<file path="config.mk">
export PLATFORM = sky130hd
export DESIGN_NAME = aes_stream_adapter
export DESIGN_NICKNAME = d
export VERILOG_FILES = /design/src/rtl/aes_stream_adapter.sv
export SDC_FILE = /design/constraint.sdc
export NUM_CORES = 1
export LEC_CHECK = 0
export CAP_MARGIN = 20
export CORE_MARGIN = 10
export CORE_UTILIZATION = 42
export CTS_BUF_LIST = sky130_fd_sc_hd__clkbuf_16
export DETAILED_ROUTE_END_ITERATION = 8
export PLACE_DENSITY = 0.81
export SLEW_MARGIN = 20
export SYNTH_ARGS = -nofsm -noshare
export SYNTH_HDL_FRONTEND = slang
export SYNTH_SLANG_ARGS = --single-unit
</file>
<file path="constraint.sdc">
create_clock -name iClk -period 2 [get_ports iClk]
set_input_delay 0.4 -clock iClk [delete_from_list [all_inputs] [get_ports iClk]]
set_output_delay 0.4 -clock iClk [all_outputs]
set_load 0.01 [all_outputs]
</file>
<file path="src/rtl/aes_stream_adapter.sv">
// Stream adapter around an AES block core: packs four 32-bit plaintext words into a block,
// runs the core with a completion timeout, then emits the four ciphertext words downstream.
module aes_stream_adapter #(
  parameter int DONE_TIMEOUT = 64
) (
  input  logic         iClk,
  input  logic         iReset_n,
  input  logic         iInValid,
  input  logic [31:0]  iInData,
  output logic         oInReady,
  input  logic [127:0] iKey,
  output logic         oCoreStart,
  output logic [127:0] oCorePlaintext,
  output logic [127:0] oCoreKey,
  input  logic [127:0] iCoreCiphertext,
  input  logic         iCoreDone,
  output logic         oOutValid,
  output logic [31:0]  oOutData,
  output logic         oOutLast,
  input  logic         iOutReady,
  input  logic         iClearErr,
  output logic         oError,
  output logic [15:0]  oBlockCount,
  output logic [1:0]   oDbgState
);

  // Handshakes: a word moves on a cycle where valid and ready are both 1 at the rising edge;
  // valid never waits on ready, and the emitted word/last hold steady while ready is 0.

  typedef enum logic [1:0] {
    ST_COLLECT = 2'd0,
    ST_RUN     = 2'd1,
    ST_EMIT    = 2'd2
  } state_e;

  localparam logic [15:0] TIMEOUT_LAST = 16'(DONE_TIMEOUT - 1);

  state_e        state_q, state_d;
  logic [1:0]    wcnt_q, wcnt_d;
  logic [95:0]   words_q, words_d;
  logic [127:0]  pt_q, pt_d;
  logic [127:0]  key_q, key_d;
  logic [127:0]  ct_q, ct_d;
  logic [1:0]    idx_q, idx_d;
  logic [15:0]   timer_q, timer_d;
  logic          err_q, err_d;
  logic [15:0]   blk_q, blk_d;
  logic          timeout;

  always_comb begin
    state_d = state_q;
    wcnt_d  = wcnt_q;
    words_d = words_q;
    pt_d    = pt_q;
    key_d   = key_q;
    ct_d    = ct_q;
    idx_d   = idx_q;
    timer_d = timer_q;
    blk_d   = blk_q;
    timeout = 1'b0;

    case (state_q)
      ST_COLLECT: begin
        if (iInValid) begin
          // Words 0..2 are staged separately so the block handed to the core stays put
          // while the next block is being collected.
          case (wcnt_q)
            2'd0:    words_d[31:0]  = iInData;
            2'd1:    words_d[63:32] = iInData;
            2'd2:    words_d[95:64] = iInData;
            default: begin
              pt_d    = {iInData, words_q};
              key_d   = iKey;
              timer_d = '0;
              state_d = ST_RUN;
            end
          endcase
          wcnt_d = wcnt_q + 2'd1;
        end
      end
      ST_RUN: begin
        // Completion takes priority over a timer expiring on the same cycle.
        if (iCoreDone) begin
          ct_d    = iCoreCiphertext;
          idx_d   = '0;
          timer_d = '0;
          state_d = ST_EMIT;
        end else if (timer_q == TIMEOUT_LAST) begin
          timeout = 1'b1;
          timer_d = '0;
          state_d = ST_COLLECT;
        end else begin
          timer_d = timer_q + 16'd1;
        end
      end
      ST_EMIT: begin
        if (iOutReady) begin
          idx_d = idx_q + 2'd1;
          if (idx_q == 2'd3) begin
            blk_d   = blk_q + 16'd1;
            state_d = ST_COLLECT;
          end
        end
      end
      default: state_d = ST_COLLECT;
    endcase

    if (timeout) begin
      err_d = 1'b1;
    end else if (iClearErr) begin
      err_d = 1'b0;
    end else begin
      err_d = err_q;
    end
  end

  always_ff @(posedge iClk) begin
    if (!iReset_n) begin
      state_q <= ST_COLLECT;
      wcnt_q  <= '0;
      words_q <= '0;
      pt_q    <= '0;
      key_q   <= '0;
      ct_q    <= '0;
      idx_q   <= '0;
      timer_q <= '0;
      err_q   <= 1'b0;
      blk_q   <= '0;
    end else begin
      state_q <= state_d;
      wcnt_q  <= wcnt_d;
      words_q <= words_d;
      pt_q    <= pt_d;
      key_q   <= key_d;
      ct_q    <= ct_d;
      idx_q   <= idx_d;
      timer_q <= timer_d;
      err_q   <= err_d;
      blk_q   <= blk_d;
    end
  end

  always_comb begin
    case (idx_q)
      2'd0:    oOutData = ct_q[31:0];
      2'd1:    oOutData = ct_q[63:32];
      2'd2:    oOutData = ct_q[95:64];
      default: oOutData = ct_q[127:96];
    endcase
  end

  assign oInReady       = (state_q == ST_COLLECT);
  assign oCoreStart     = (state_q == ST_RUN);
  assign oOutValid      = (state_q == ST_EMIT);
  assign oOutLast       = (state_q == ST_EMIT) && (idx_q == 2'd3);
  assign oCorePlaintext = pt_q;
  assign oCoreKey       = key_q;
  assign oError         = err_q;
  assign oBlockCount    = blk_q;
  assign oDbgState      = state_q;

endmodule

</file>
==> results.json <==
{
  "clock.fmax_mhz": 395.5,
  "synth_top_family_by_area": "simple AND/OR/NAND/NOR gates",
  "synth_area_per_cell_um2": 7.854,
  "grt_usage": 0.2655,
  "gp_congestion": 0.9082,
  "crit_slowest_cell": "a222oi_1",
  "synth_edf_count": 0,
  "viasPerCell": 5.273,
  "syn2layout_area_growth_pct": 48.12,
  "power.leakage_nw": 9.878,
  "worst_setup_path_end_kind": "output port",
  "cts_tree": "built",
  "crit_required_ns": 1.60,
  "synthFlopType": "dfxtp_1",
  "synth_xor_area_frac": 0.007367,
  "dieHeight_um": 232.8,
  "clk_path_buf_depth": 3,
  "yosysUniqueCellTypes": 40,
  "synth-seq-cells": 519,
  "die_w_um": 232.8,
  "num_vias": 19220,
  "overflow": 0,
  "first_pass_iters": 7,
  "drive_gt1_frac": 0.08041,
  "multiInputGateArea_mm2": 0.007848,
  "start_util": 0.4274,
  "io_buffers": 604,
  "grt_pass1_vias": 18780,
  "maxCapViolations": 0,
  "violations": "negative setup slack",
  "async_flop_share": 0,
  "fin_crit_sh": 1.264,
  "seq_area_frac_synth": 0.5462,
  "pin_count": 605,
  "fin_setup_tns_ns": -13.89,
  "crit_type": "flop to output port",
  "synthCells": 2422,
  "clock_skew_ns": 0.02151,
  "antenna_left": 0,
  "fp.dieArea_mm2": 0.05420,
  "antenna_found_initial": 15,
  "cts_root_buffer": "clkbuf_16",
  "synth-compound-area-share": 0.1516,
  "path_clk_slew_ns": 0.06,
  "startpoint_type": "flop",
  "synth_mux_area_frac": 0.02000,
  "outcome": "finished, violations left",
  "worst_slack_ns": -0.5287,
  "path_cells": "buf_6, ha_4, buf_12, a222oi_1, mux2i_1, buf_2",
  "drc": 0,
  "tightest_slew_ns": 0.5153,
  "routedWlPerCell_um": 20.99,
  "worstPathMaxFanout": 8,
  "hold_ws_ns": 0.3392,
  "finalHoldViolations": 0,
  "power_density_mw_per_mm2": 769.1,
  "hold_class": "primary input to flop",
  "synthAdderAreaFrac": 0.006578,
  "synth_fp_nets": 2726,
  "final_nets": 3313,
  "numCtsBuffers": 52,
  "htreeDepth": 2,
  "rows": 77,
  "grt_max_degree": 72,
  "final-setup-viol-count": 33,
  "fin_crit_ns": 2.529,
  "first_iter_violations": 1967,
  "hpwl_um": 56630,
  "synth_warnings": 0,
  "peakVddDrop_mv": 0.6390,
  "crit_arrival_ns": 2.13,
  "grt_pass1_wl_um": 112300,
  "insertion_delay_ns": 0.61,
  "synth_area_mm2": 0.01902,
  "core-area_mm2": 0.04451,
  "area.sequential_mm2": 0.01040,
  "fillerInstances": 3675,
  "max_stage_delay_ns": 0.34,
  "synthSimpleGateAreaFrac": 0.2224,
  "drt_wl_total_um": 76500,
  "cts.sinks": 519,
  "slew_headroom": 0.6554,
  "rsz0062_at_grt": "true",
  "slew_violations": 0
}
-- area by class of cell --
| class | count | area share |
|---|---|---|
| Inverter | 40 | 0.005595 |
| Clock inverter | 40 | 0.01230 |
| Sequential cell | 519 | 0.3692 |
| Timing Repair Buffer | 714 | 0.2614 |
| Multi-Input combinational cell | 1682 | 0.2785 |
| Antenna cell | 6 | 0.0005329 |
| Clock buffer | 52 | 0.04618 |
| Tap cell | 592 | 0.02629 |
-- synth_stat cells (7+ instances only) --
cell type,number,share of area
buf_2,34,0.0089
nor2_1,27,0.0053
nand4_1,7,0.0023
a21oi_1,494,0.13
ha_1,10,0.0066
dfxtp_1,519,0.55
or3_1,7,0.0023
inv_1,39,0.0077
mux2i_1,38,0.020
o21ai_0,8,0.0021
nand2_1,979,0.19
and2_1,9,0.0030
clkbuf_1,141,0.028
nand3_1,14,0.0037
xnor2_1,12,0.0055
a222oi_1,32,0.017
-- metal layers --
metal | part of all wire | vias up | routed length [um] | global-route usage
li1 | - | 9104 | - | -
met1 | 0.37 | 9019 | 28330 | 0.2989
met2 | 0.49 | 912 | 37250 | 0.4516
met3 | 0.094 | 164 | 7155 | 0.07727
met4 | 0.047 | 20 | 3626 | 0.1327
met5 | 0.0018 | - | 140 | 0
-- timing repair --
item,CTS,global route
hold buffers,0,0
cloned,4,1
pin swaps,26,3
setup buffers,2,1
endpoints found under the setup margin,83,39
resized for setup,216,6
-- final timing paths --
path	from	end	slack, ns	cells after the start
max	idx_q[0]	oOutData[12]	-0.53	6
min	iCoreCiphertext[106]	ct_q[106]	0.34	3
max reg2reg	wcnt_q[1]	timer_q[15]	0.09	5
min reg2reg	words_q[94]	oCorePlaintext[94]	0.44	2
-- sequential cells by signal (all words and copies together) (netlist names) --
name / cells
oCorePlaintext: 128
idx_q: 2
ct_q: 128
oError: 1
oDbgState: 2
oBlockCount: 16
oCoreKey: 128
timer_q: 16
wcnt_q: 2
words_q: 96
-- cells in the final DEF, fill, tap and decap left out, drive strengths merged, types with 3 or more instances in the layout --
master,count
nor2,27
diode,6
xnor2,12
inv,57
or3,7
a21oi,495
dlygate4sd2,48
nor4,3
dfxtp,519
clkdlybuf4s50,521
nor2b,3
mux2i,38
buf,141
nand2b,4
o21ai,9
bufinv,5
nand4,7
a222oi,32
nand3,14
and2,9
or4,4
nor3,4
xor2,4
clkbuf,54
nand2,979
ha,10
clkinvlp,4
clkinv,14
and3,3
-- kinds of logic (layout without fill, tap and decap cells) --
group                    Yosys count  in the layout
XOR/XNOR                          16             16
flip-flops                       519            519
AO/OA/AOI/OAI                    541            541
adder cells (fa/ha/maj)           10             10
multiplexers                      38             38
AND/OR/NAND/NOR                 1077           1077
other                              0              6
buffers and inverters            221            846
-- stage by stage --
step                        util  instances  setup WS (ns)  area, um2  power, mW
final                     0.6330       3645        -0.5287      28180      21.67
after global routing      0.6328       3641        -0.5690      28170      22.30
after CTS                 0.6316       3637        -0.5301      28110      21.79
after detailed placement  0.5950       3539        -0.2850      26480      12.33
after global placement    0.5950       3539        -0.3325      26480      12.30
after floorplan                -       2422        0.08920      19020      11.26
-- worst max-delay path: cells and delay by family (launching register included) --
family / cells / cell delay (ns)
muxes: 1 / 0.18
buffers and inverters: 3 / 0.46
AOI/OAI and AO/OA: 1 / 0.34
adders and majority gates: 1 / 0.21
DFF: 1 / 0.33
-- report_power, final --
group	internal (mW)	total, mW	switching (mW)	leakage [nW]
combinational	0.829	1.56	0.727	4.83
clock	5.39	9.55	4.17	0.854
sequential	10.5	10.6	0.0793	4.19
No activity file was read; power rests on OpenSTA's default activity.
